==> config.mk <==
export PLATFORM = sky130hd
export DESIGN_NAME = ps2_host_tx
export DESIGN_NICKNAME = d
export VERILOG_FILES = /design/src/rtl/ps2_host_tx.sv
export SDC_FILE = /design/constraint.sdc
export NUM_CORES = 1
export LEC_CHECK = 0
export CAP_MARGIN = 30
export CORE_MARGIN = 2
export CORE_UTILIZATION = 40
export CTS_BUF_LIST = sky130_fd_sc_hd__clkbuf_16
export DETAILED_ROUTE_END_ITERATION = 12
export GPL_TIMING_DRIVEN = 0
export SETUP_SLACK_MARGIN = 0.2
export SYNTH_ARGS = -nofsm -noshare
export SYNTH_HDL_FRONTEND = slang
export SYNTH_SLANG_ARGS = --single-unit
==> constraint.sdc <==
create_clock -name clk -period 3 [get_ports clk]
set_input_delay 0.75 -clock clk [delete_from_list [all_inputs] [get_ports clk]]
set_output_delay 0.75 -clock clk [all_outputs]
set_load 0.01 [all_outputs]
==> src/rtl/ps2_host_tx.sv <==
// PS/2 host-to-device command transmitter.
// Inhibits the bus, requests to send, shifts a frame on device clocks, checks ACK.
module ps2_host_tx #(
   parameter int unsigned INHIBIT_CYCLES = 5000,
   parameter int unsigned TIMEOUT_CYCLES = 1000000
) (
   input  logic       clk,
   input  logic       rst,
   input  logic       tx_valid,
   input  logic [7:0] tx_data,
   output logic       tx_ready,
   input  logic       keyclk_in,
   input  logic       keydata_in,
   output logic       keyclk_oe,
   output logic       keydata_oe,
   output logic       busy,
   output logic       done,
   output logic       ack_err,
   output logic       timeout_err
);

   localparam int IW = $clog2(INHIBIT_CYCLES + 1);
   localparam int TW = $clog2(TIMEOUT_CYCLES + 1);

   typedef enum logic [2:0] {
      IDLE,
      INHIBIT,
      REQ,
      DATA,
      ACK,
      WAITIDLE
   } state_t;

   state_t        state, state_n;
   logic [IW-1:0] inh_cnt, inh_n;
   logic [TW-1:0] to_cnt, to_n;
   logic [9:0]    shift, shift_n;
   logic [3:0]    bit_cnt, bit_n;
   logic          cur_bit, cur_n;

   logic kclk_s1, kclk_s2, kclk_d;
   logic kdat_s1, kdat_s2;
   logic fall, inh_last, tmo_hit, active;

   logic ready_c, kclk_oe_c, kdat_oe_c;
   logic done_c, ack_c, tmo_c;

   // Idle bus reads high, so synchronisers reset to 1 to avoid a fake edge.
   always_ff @(posedge clk or negedge rst) begin
      if (!rst) begin
         kclk_s1 <= 1'b1;
         kclk_s2 <= 1'b1;
         kclk_d  <= 1'b1;
         kdat_s1 <= 1'b1;
         kdat_s2 <= 1'b1;
      end else begin
         kclk_s1 <= keyclk_in;
         kclk_s2 <= kclk_s1;
         kclk_d  <= kclk_s2;
         kdat_s1 <= keydata_in;
         kdat_s2 <= kdat_s1;
      end
   end

   assign fall     = kclk_d & ~kclk_s2;
   assign inh_last = (inh_cnt == IW'(INHIBIT_CYCLES - 1));
   assign tmo_hit  = (to_cnt == TW'(TIMEOUT_CYCLES));
   assign active   = (state == REQ) || (state == DATA) ||
                     (state == ACK) || (state == WAITIDLE);

   always_ff @(posedge clk or negedge rst) begin
      if (!rst) begin
         state   <= IDLE;
         inh_cnt <= '0;
         to_cnt  <= '0;
         shift   <= '0;
         bit_cnt <= '0;
         cur_bit <= 1'b1;
      end else begin
         state   <= state_n;
         inh_cnt <= inh_n;
         to_cnt  <= to_n;
         shift   <= shift_n;
         bit_cnt <= bit_n;
         cur_bit <= cur_n;
      end
   end

   always_comb begin
      state_n   = state;
      inh_n     = inh_cnt;
      to_n      = to_cnt;
      shift_n   = shift;
      bit_n     = bit_cnt;
      cur_n     = cur_bit;
      ready_c   = 1'b0;
      kclk_oe_c = 1'b0;
      kdat_oe_c = 1'b0;
      done_c    = 1'b0;
      ack_c     = 1'b0;
      tmo_c     = 1'b0;

      unique case (state)
         IDLE: begin
            ready_c = 1'b1;
            if (tx_valid) begin
               state_n = INHIBIT;
               inh_n   = '0;
               shift_n = {1'b1, ~^tx_data, tx_data};
               bit_n   = '0;
               cur_n   = 1'b1;
            end
         end
         INHIBIT: begin
            kclk_oe_c = 1'b1;
            kdat_oe_c = inh_last;
            inh_n     = inh_cnt + 1'b1;
            to_n      = '0;
            if (inh_last) state_n = REQ;
         end
         REQ: begin
            kdat_oe_c = 1'b1;
            if (fall) begin
               cur_n   = shift[0];
               shift_n = {1'b0, shift[9:1]};
               bit_n   = 4'd1;
               state_n = DATA;
            end
         end
         DATA: begin
            kdat_oe_c = ~cur_bit;
            if (fall) begin
               cur_n   = shift[0];
               shift_n = {1'b0, shift[9:1]};
               bit_n   = bit_cnt + 1'b1;
               // Edge 10 puts out the stop bit, which is a released line.
               if (bit_cnt == 4'd9) state_n = ACK;
            end
         end
         ACK: begin
            if (fall) begin
               if (kdat_s2) begin
                  ack_c   = 1'b1;
                  state_n = IDLE;
               end else begin
                  state_n = WAITIDLE;
               end
            end
         end
         WAITIDLE: begin
            if (kclk_s2 && kdat_s2) begin
               done_c  = 1'b1;
               state_n = IDLE;
            end
         end
         default: state_n = IDLE;
      endcase

      // Timeout overrides whatever the state logic decided this cycle.
      if (active) begin
         to_n = to_cnt + 1'b1;
         if (tmo_hit) begin
            state_n   = IDLE;
            kdat_oe_c = 1'b0;
            done_c    = 1'b0;
            ack_c     = 1'b0;
            tmo_c     = 1'b1;
         end
      end
   end

   assign tx_ready    = ready_c;
   assign busy        = ~ready_c;
   assign keyclk_oe   = kclk_oe_c;
   assign keydata_oe  = kdat_oe_c;
   assign done        = done_c;
   assign ack_err     = ack_c;
   assign timeout_err = tmo_c;

endmodule

==> results.txt, run 1 <==
----------------------------------------------------
[Clock tree]
  Register clock-pin slew on the reported worst setup and hold paths ... 70 ps
  Clk root buf ... sky130_fd_sc_hd__clkbuf_16
  Clock latency on the worst-skew pair ... 290 ps
  H-tree Lvls ... 2
  CTS max path bufs ... 2
  Number of buffers inserted during clock tree synthesis ... 5
  CTS Sinks ... 56
  Hold buffer count at CTS ... 0
  Clock tree from TritonCTS ... yes

[Synth]
  Part of the Yosys area used for sequential elements ... between 40% and 50%
  Distinct cell type count of the synthesized netlist ... 55
  EDFF count, synth ... 0
  Top FF cell, synth ... sky130_fd_sc_hd__dfrtp_1
  Total standard cell area after synthesis ... 0.00309 mm2
  Share of async-settable or async-resettable flops after synthesis ... 100%
  Count of state elements after synthesis ... 56
  Post-synthesis area per instance ... 9.74 um2
  Post-synth top area share ... about 41%
  Largest cells by area after synthesis ... sky130_fd_sc_hd__dfrtp_1 (41%), sky130_fd_sc_hd__mux2i_1 (7.5%), sky130_fd_sc_hd__dfstp_2 (5.1%)
  Yosys top cell by area ... sky130_fd_sc_hd__dfrtp_1
  Cell count after synthesis ... around 320
  Synthesized Nets ... 337
  Syn. warnings ... 0

[Detailed routing]
  First-iteration detailed-routing DRC count ... 95
  Via density per instance ... 5.36
  Drt drc ... 0
  Total via count in the routed design ... about 2500
  Detailed Route WL ... roughly 6700 um
  Average routed wire per standard cell ... 14.6 um
  Drt first pass iters ... 4
  Routed Antenna Nets ... 0

[Setup path]
  CP Data Required Time ... 2250 ps
  Worst path bufs/invs ... 6
  Category of the most critical setup path ... reg -> out
  CP top delay family ... buffers and inverters
  Worst EP arrival ... 2030 ps
  Largest stage delay, worst path ... between 400 and 500 ps
  Crit path cell chain ... inv_2 -> ha_4 -> buf_8 -> inv_4 -> nand4_1 -> nor4_4 -> buf_4 -> buf_6 -> nor4_1 -> buf_2
  CP max-delay cell ... sky130_fd_sc_hd__dfrtp_2
  CP endpoint kind ... output pin
  Crit Path Max Fanout ... 5
  Startpoint type of the worst setup path ... register

[Finish]
  Footprint of the multi-input gates ... 0.00160 mm2
  Share of post-route cells with drive strength above 1 ... 16.0%
  Commonest cells after routing, fill and taps aside ... sky130_fd_sc_hd__dfrtp_1 (47), sky130_fd_sc_hd__nand2_1 (38), sky130_fd_sc_hd__nor2_1 (24)
  Layout filler cell count ... 745
  Synthesis-to-finish area growth ... 20.8%
  Final core occ ... 49.0%
  Nets@finish ... 376
  # diodes ... 0
  Sequential cell area ... ~0.0014 mm2
  Most common library cell in the layout ignoring fill and taps ... sky130_fd_sc_hd__dfrtp_1

[Global routing]
  Via count of the first global-routing pass ... 2365
  Maximum number of pins on one net before global-route repair ... 38
  Antenna violations before repair ... 0
  Overall fraction of global-route tracks in use ... 17.0%
  Global-route wire length before repair ... 11600 um
  Overflow left after global routing ... 0

[STA]
  Post-layout min period ... around 2800 ps
  Final Hold Vio Count ... 0
  Slew at the pin closest to its max-slew limit ... 598 ps
  Maximum clock skew at final layout ... 7.20 ps
  Unrepaired setup endpoints after global routing ... yes
  Max-slew violation total from the final report ... 0
  Hold WS ... 356 ps
  Maximum clock frequency ... 359 MHz
  Final worst-path cycle share ... 92.8%
  Relative slew margins ... 60.1%
  Setup-failing EPs final ... 0

[Power]
  Leak Pwr ... 1.58 nW
  Switching power ... 301 uW
  Internal power ... 1.19 mW
  Clock network power share ... 43.4%
  Power per standard cell area ... 401 mW/mm2
  Switching share of power ... 20.1%
  Portion of total power attributed to combinational logic ... under 10%
  Max IR drop VDD ... 0.000246 V
  Sequential cell fraction of total power ... 52.0%

[Placed design]
  DP HPWL ... 4630 um
  Port-buffer cells ... 19
  RD Place Congestion ... around 0.76

[Status]
  Outcome ... finished clean

[Die]
  Number of primary I/O pins ... 20
  Initial Utilization ... 40.6%
  Die Y ... roughly 90 um
  Die Wd ... between 90 and 100 um
  Area of the die ... 0.00844 mm2
  Standard-cell row count ... 32
  Placeable Area ... 0.00761 mm2

[Worst hold path]
  Type of the most critical hold path ... reg -> reg

[Flow run]
  Number of max-cap violations ... 0

----------------------------------------------------
-- stage by stage --
stage	area (um2)	TNS, ps	total power [mW]	std cells	setup WS [ps]
CTS	3650	0	1.52	453	207
finish	3730	0	1.50	459	216
global placement	3400	-33230	0.860	438	-653
global route	3730	0	1.55	459	140
floorplan	3090	0	0.820	317	510
detailed placement	3420	-818	0.863	439	-217
-- sequential cells by signal (all words and copies together) (netlist names), 3 cells and up --
| name | count |
|---|---|
| to_cnt | 20 |
| shift | 10 |
| bit_cnt | 4 |
| inh_cnt | 13 |
| state | 3 |
-- worst paths after layout --
check,cells past startpoint,start,endpoint,slack [ps]
max,10,state[2],ack_err,220
min,0,kdat_s1,kdat_s2,360
max reg2reg,8,state[2],to_cnt[19],790
min reg2reg,0,kdat_s1,kdat_s2,360
max in group asynchronous,2,rst,kclk_s1,1960
min in group asynchronous,1,rst,inh_cnt[7],410
-- cells in the mapped netlist, types with 2 or more instances --
cell type                   instances
sky130_fd_sc_hd__nor4_1             6
sky130_fd_sc_hd__xor2_1             3
sky130_fd_sc_hd__a21oi_1           14
sky130_fd_sc_hd__dfrtp_1           50
sky130_fd_sc_hd__nand3_1           17
sky130_fd_sc_hd__mux2_2             2
sky130_fd_sc_hd__mux2i_1           23
sky130_fd_sc_hd__or3b_1             2
sky130_fd_sc_hd__o21ai_0           18
sky130_fd_sc_hd__nand2_1           38
sky130_fd_sc_hd__nor3b_1            4
sky130_fd_sc_hd__buf_2              2
sky130_fd_sc_hd__nor2b_1            2
sky130_fd_sc_hd__clkbuf_1           8
sky130_fd_sc_hd__or4_1              2
sky130_fd_sc_hd__a21o_1             3
sky130_fd_sc_hd__nor2_1            24
sky130_fd_sc_hd__or3_1              2
sky130_fd_sc_hd__inv_1             13
sky130_fd_sc_hd__o31ai_1            3
sky130_fd_sc_hd__and3_1             5
sky130_fd_sc_hd__nor3_1             4
sky130_fd_sc_hd__nand2b_1           3
sky130_fd_sc_hd__xnor2_1           12
sky130_fd_sc_hd__dfstp_2            6
sky130_fd_sc_hd__o41ai_1            2
sky130_fd_sc_hd__o2bb2ai_1          2
sky130_fd_sc_hd__nand4_1           13
sky130_fd_sc_hd__and2_1             2
sky130_fd_sc_hd__ha_1               7
-- power groups by stage --
stage | clock [mW] | sequential (mW) | combinational [mW]
after floorplan | 0 | 0.790 | 0.0303
after global routing | 0.695 | 0.780 | 0.0787
after global placement | 0 | 0.792 | 0.0677
final | 0.649 | 0.778 | 0.0688
after detailed placement | 0 | 0.792 | 0.0705
after CTS | 0.667 | 0.778 | 0.0705
-- repair_timing --
item,4_1_cts,5_1_grt
pin swaps,2,3
gates resized for setup,25,13
endpoints found under the setup margin,4,5
buffers inserted,6,6
-- cell families after synthesis --
group	Yosys count	share of synthesized area, %
fa+ha+maj	7	2.84
simple gates	132	23.0
compound gates	56	12.1
xor+xnor	15	4.26
mux	25	8.19
flops	56	45.6
buf+inv	26	4.01
-- worst reg2reg max path, stage by stage (launching register included) --
cell and delay [ps]:
sky130_fd_sc_hd__dfrtp_2 430, sky130_fd_sc_hd__inv_2 90, sky130_fd_sc_hd__ha_4 200, sky130_fd_sc_hd__buf_8 120
sky130_fd_sc_hd__buf_4 140, sky130_fd_sc_hd__nand2b_1 180, sky130_fd_sc_hd__nor4_2 570, sky130_fd_sc_hd__nand4_1 200
sky130_fd_sc_hd__mux2i_1 150
-- routing by layer --
metal / up-vias / track usage [%] / part of all wire (%)
met5: - / 0 / 0
met4: 0 / 4.10 / 0.95
met3: 5 / 2.79 / 1.9
met2: 29 / 27.3 / 48
met1: 1202 / 24.2 / 49
li1: 1223 / - / -
-- layout make-up --
class,instances,share of cell area (%)
buffer,12,1.95
clock buffer,5,3.36
clock inverter,3,1.04
inverter,14,1.81
multi-input combinational,235,43.0
sequential,56,37.9
tap,102,3.42
timing repair buffer,32,7.55
No activity file was read; power rests on OpenSTA's default activity.
==> run 2: changes to the inputs <==
--- a/config.mk
+++ b/config.mk
@@ -7,10 +7,11 @@
 export LEC_CHECK = 0
 export CAP_MARGIN = 30
 export CORE_MARGIN = 2
-export CORE_UTILIZATION = 40
+export CORE_UTILIZATION = 59
 export CTS_BUF_LIST = sky130_fd_sc_hd__clkbuf_16
 export DETAILED_ROUTE_END_ITERATION = 12
 export GPL_TIMING_DRIVEN = 0
+export PLACE_DENSITY = 0.8
 export SETUP_SLACK_MARGIN = 0.2
 export SYNTH_ARGS = -nofsm -noshare
 export SYNTH_HDL_FRONTEND = slang
==> run 2 against run 1 <==
  * Non-clock buffer count grew 4
  * Final cell count shrank 6.1%
  * Fmax grew 0.58%
  * Design area shrank 0.37%
  * First-iteration DRC count grew 59%
  * Wire length grew 1.8%
  * Core utilization grew 24 points
  * Die area shrank 31%
  * Critical path depth shrank 4
  * Sequential cell count is the same
  * Power shrank 5.4%
  * Critical path type unchanged
  * Largest cell class unchanged
  * Largest power group unchanged
  * Highest routed layer unchanged
==> results.txt, run 2 (synthesized netlist as in run 1, its figures left out) <==
----------------------------------------------------
[Placed design]
  Post-placement worst setup slack ... -280 ps
  Placement-stage cell area ... 0.00338 mm2
  DP HPWL ... 4470 um
  RD Place Congestion ... 0.810
  Port-buffer cells ... 19

[STA]
  Relative slew margins ... 59.2%
  Hold WS ... 357 ps
  Maximum clock skew at final layout ... roughly 9.1 ps
  Final worst-path cycle share ... a little over 90%
  Max-slew violation total from the final report ... 0
  Final Hold Vio Count ... 0
  Slew at the pin closest to its max-slew limit ... ~600 ps
  Worst Setup Slack, final ... approximately 230 ps
  Post-layout min period ... 2770 ps
  Setup-failing EPs final ... 0
  Unrepaired setup endpoints after global routing ... yes
  Maximum clock frequency ... 361 MHz

[Setup path]
  CP Data Required Time ... about 2300 ps
  Timing startpoint of the critical path ... to_cnt[4]
  Startpoint type of the worst setup path ... register
  Crit Path Max Fanout ... 6
  Worst EP arrival ... 2020 ps
  Source of the worst register-to-register timing path ... state[2]
  CP endpoint kind ... output pin
  Category of the most critical setup path ... reg -> out

[Die]
  Standard-cell row count ... 26
  Area of the die ... 0.00583 mm2
  Die Y ... 76.3 um
  Placeable Area ... 0.00507 mm2
  Number of primary I/O pins ... 20
  Die Wd ... between 70 and 80 um
  Initial Utilization ... 60.8%

[Power]
  Sequential cell fraction of total power ... 55.0%
  Portion of total power attributed to combinational logic ... approximately 5.0%
  Clock network power share ... 40.0%
  Post-layout power ... 1.41 mW
  Switching power ... 304 uW
  Max IR drop VDD ... 0.000238 V
  Switching share of power ... 21.5%
  Leak Pwr ... roughly 1.6 nW
  Internal power ... 1.11 mW
  Power per standard cell area ... 381 mW/mm2

[Finish]
  Layout filler cell count ... 381
  Register bank with the most flops ... to_cnt
  Commonest cells after routing, fill and taps aside ... sky130_fd_sc_hd__dfrtp_1 (44), sky130_fd_sc_hd__nand2_1 (37), sky130_fd_sc_hd__nor2_1 (24)
  Final core occ ... 73.2%
  # diodes ... 0
  Share of post-route cells with drive strength above 1 ... 18.0%
  Synthesis-to-finish area growth ... 20.3%
  Most common library cell in the layout ignoring fill and taps ... sky130_fd_sc_hd__dfrtp_1
  Largest registers ... to_cnt (20), inh_cnt (13), shift (10)
  Cell area after layout ... 0.00371 mm2
  Flip-flop count of the largest register after layout ... 20
  Nets@finish ... 380

[Global routing]
  Maximum number of pins on one net before global-route repair ... 41
  Antenna violations before repair ... 0
  Grt met2 use ... 39.5%
  Peak-usage layer in the global routing report ... met2
  Overflow left after global routing ... 0
  Grt met3 use ... 3.67%
  Global-route wire length before repair ... 11400 um
  Overall fraction of global-route tracks in use ... 24.1%
  Via count of the first global-routing pass ... 2428
  Met1 layer usage reported by global route ... 32.8%

[Detailed routing]
  Drt first pass iters ... 5
  First-iteration detailed-routing DRC count ... 151
  Routed Antenna Nets ... 0
  Via density per instance ... about 6
  Drt drc ... 0
  Total via count in the routed design ... roughly 2500
  Average routed wire per standard cell ... approximately 16 um
  Detailed Route WL ... 6840 um

[Status]
  Outcome ... finished clean

[Worst hold path]
  Type of the most critical hold path ... reg -> reg
  Worst hold path startpoint ... kdat_s1

[Clock tree]
  Number of buffers inserted during clock tree synthesis ... 5
  CTS Sinks ... 56
  Hold buffer count at CTS ... 0
  H-tree Lvls ... 2
  CTS max path bufs ... 2
  Clock latency on the worst-skew pair ... slightly below 300 ps
  Clock tree from TritonCTS ... yes
  Register clock-pin slew on the reported worst setup and hold paths ... about 70 ps
  Clk root buf ... sky130_fd_sc_hd__clkbuf_16

[Flow run]
  Number of max-cap violations ... 0

----------------------------------------------------
## run 2: per-layer routing
metal / share of wire, % / vias to the layer above
li1: - / 1228
met5: 0 / -
met4: 2.3 / 0
met2: 48 / 63
met1: 47 / 1207
met3: 3.2 / 16
## run 2: through the flow
stage	TNS (ps)	cells
2_1_floorplan	0	317
3_3_place_gp	-26190	406
3_5_place_dp	-1070	407
4_1_cts	0	423
5_1_grt	0	431
6_report	0	431
## run 2: area by class of cell
type                            instances  area (um2)  share of cell area, %
Clock inverter                          3        16.3                  0.438
Sequential cell                        56        1420                   38.1
Multi-Input combinational cell        235        1610                   43.4
Tap cell                               70        87.6                   2.36
Timing Repair Buffer                   36         322                   8.66
Buffer                                 12        71.3                   1.92
Clock buffer                            5         125                   3.37
Inverter                               14        65.1                   1.75
## run 2: timing repair
action | 4_1_cts | 5_1_grt
pin swaps | 2 | 4
resized for setup | 26 | 14
buffers inserted | 8 | 8
setup endpoints to repair | 4 | 5
cloned | 0 | 0
## run 2: critical path: stages (launching register included)
cell                      delay, ps
sky130_fd_sc_hd__dfrtp_2        420
sky130_fd_sc_hd__or4_4          550
sky130_fd_sc_hd__nor4_4         280
sky130_fd_sc_hd__buf_6          150
sky130_fd_sc_hd__buf_6          120
sky130_fd_sc_hd__nor4_2          50
sky130_fd_sc_hd__buf_2          160
## run 2: worst paths after layout
check                      depth (start not counted)         end  slack (ps)
max in group asynchronous                          2     kdat_s1        1990
max                                                6     ack_err         230
min                                                0     kdat_s2         360
min in group asynchronous                          1  inh_cnt[5]         390
min reg2reg                                        0     kdat_s2         360
max reg2reg                                        8  to_cnt[19]         770
## run 2: power groups by stage
stage | Clock (mW) | Combinational, mW | Sequential (mW)
2_1_floorplan | 0 | 0.0303 | 0.790
3_3_place_gp | 0 | 0.0666 | 0.791
3_5_place_dp | 0 | 0.0718 | 0.792
4_1_cts | 0.571 | 0.0721 | 0.778
5_1_grt | 0.601 | 0.0792 | 0.779
6_report | 0.565 | 0.0710 | 0.778
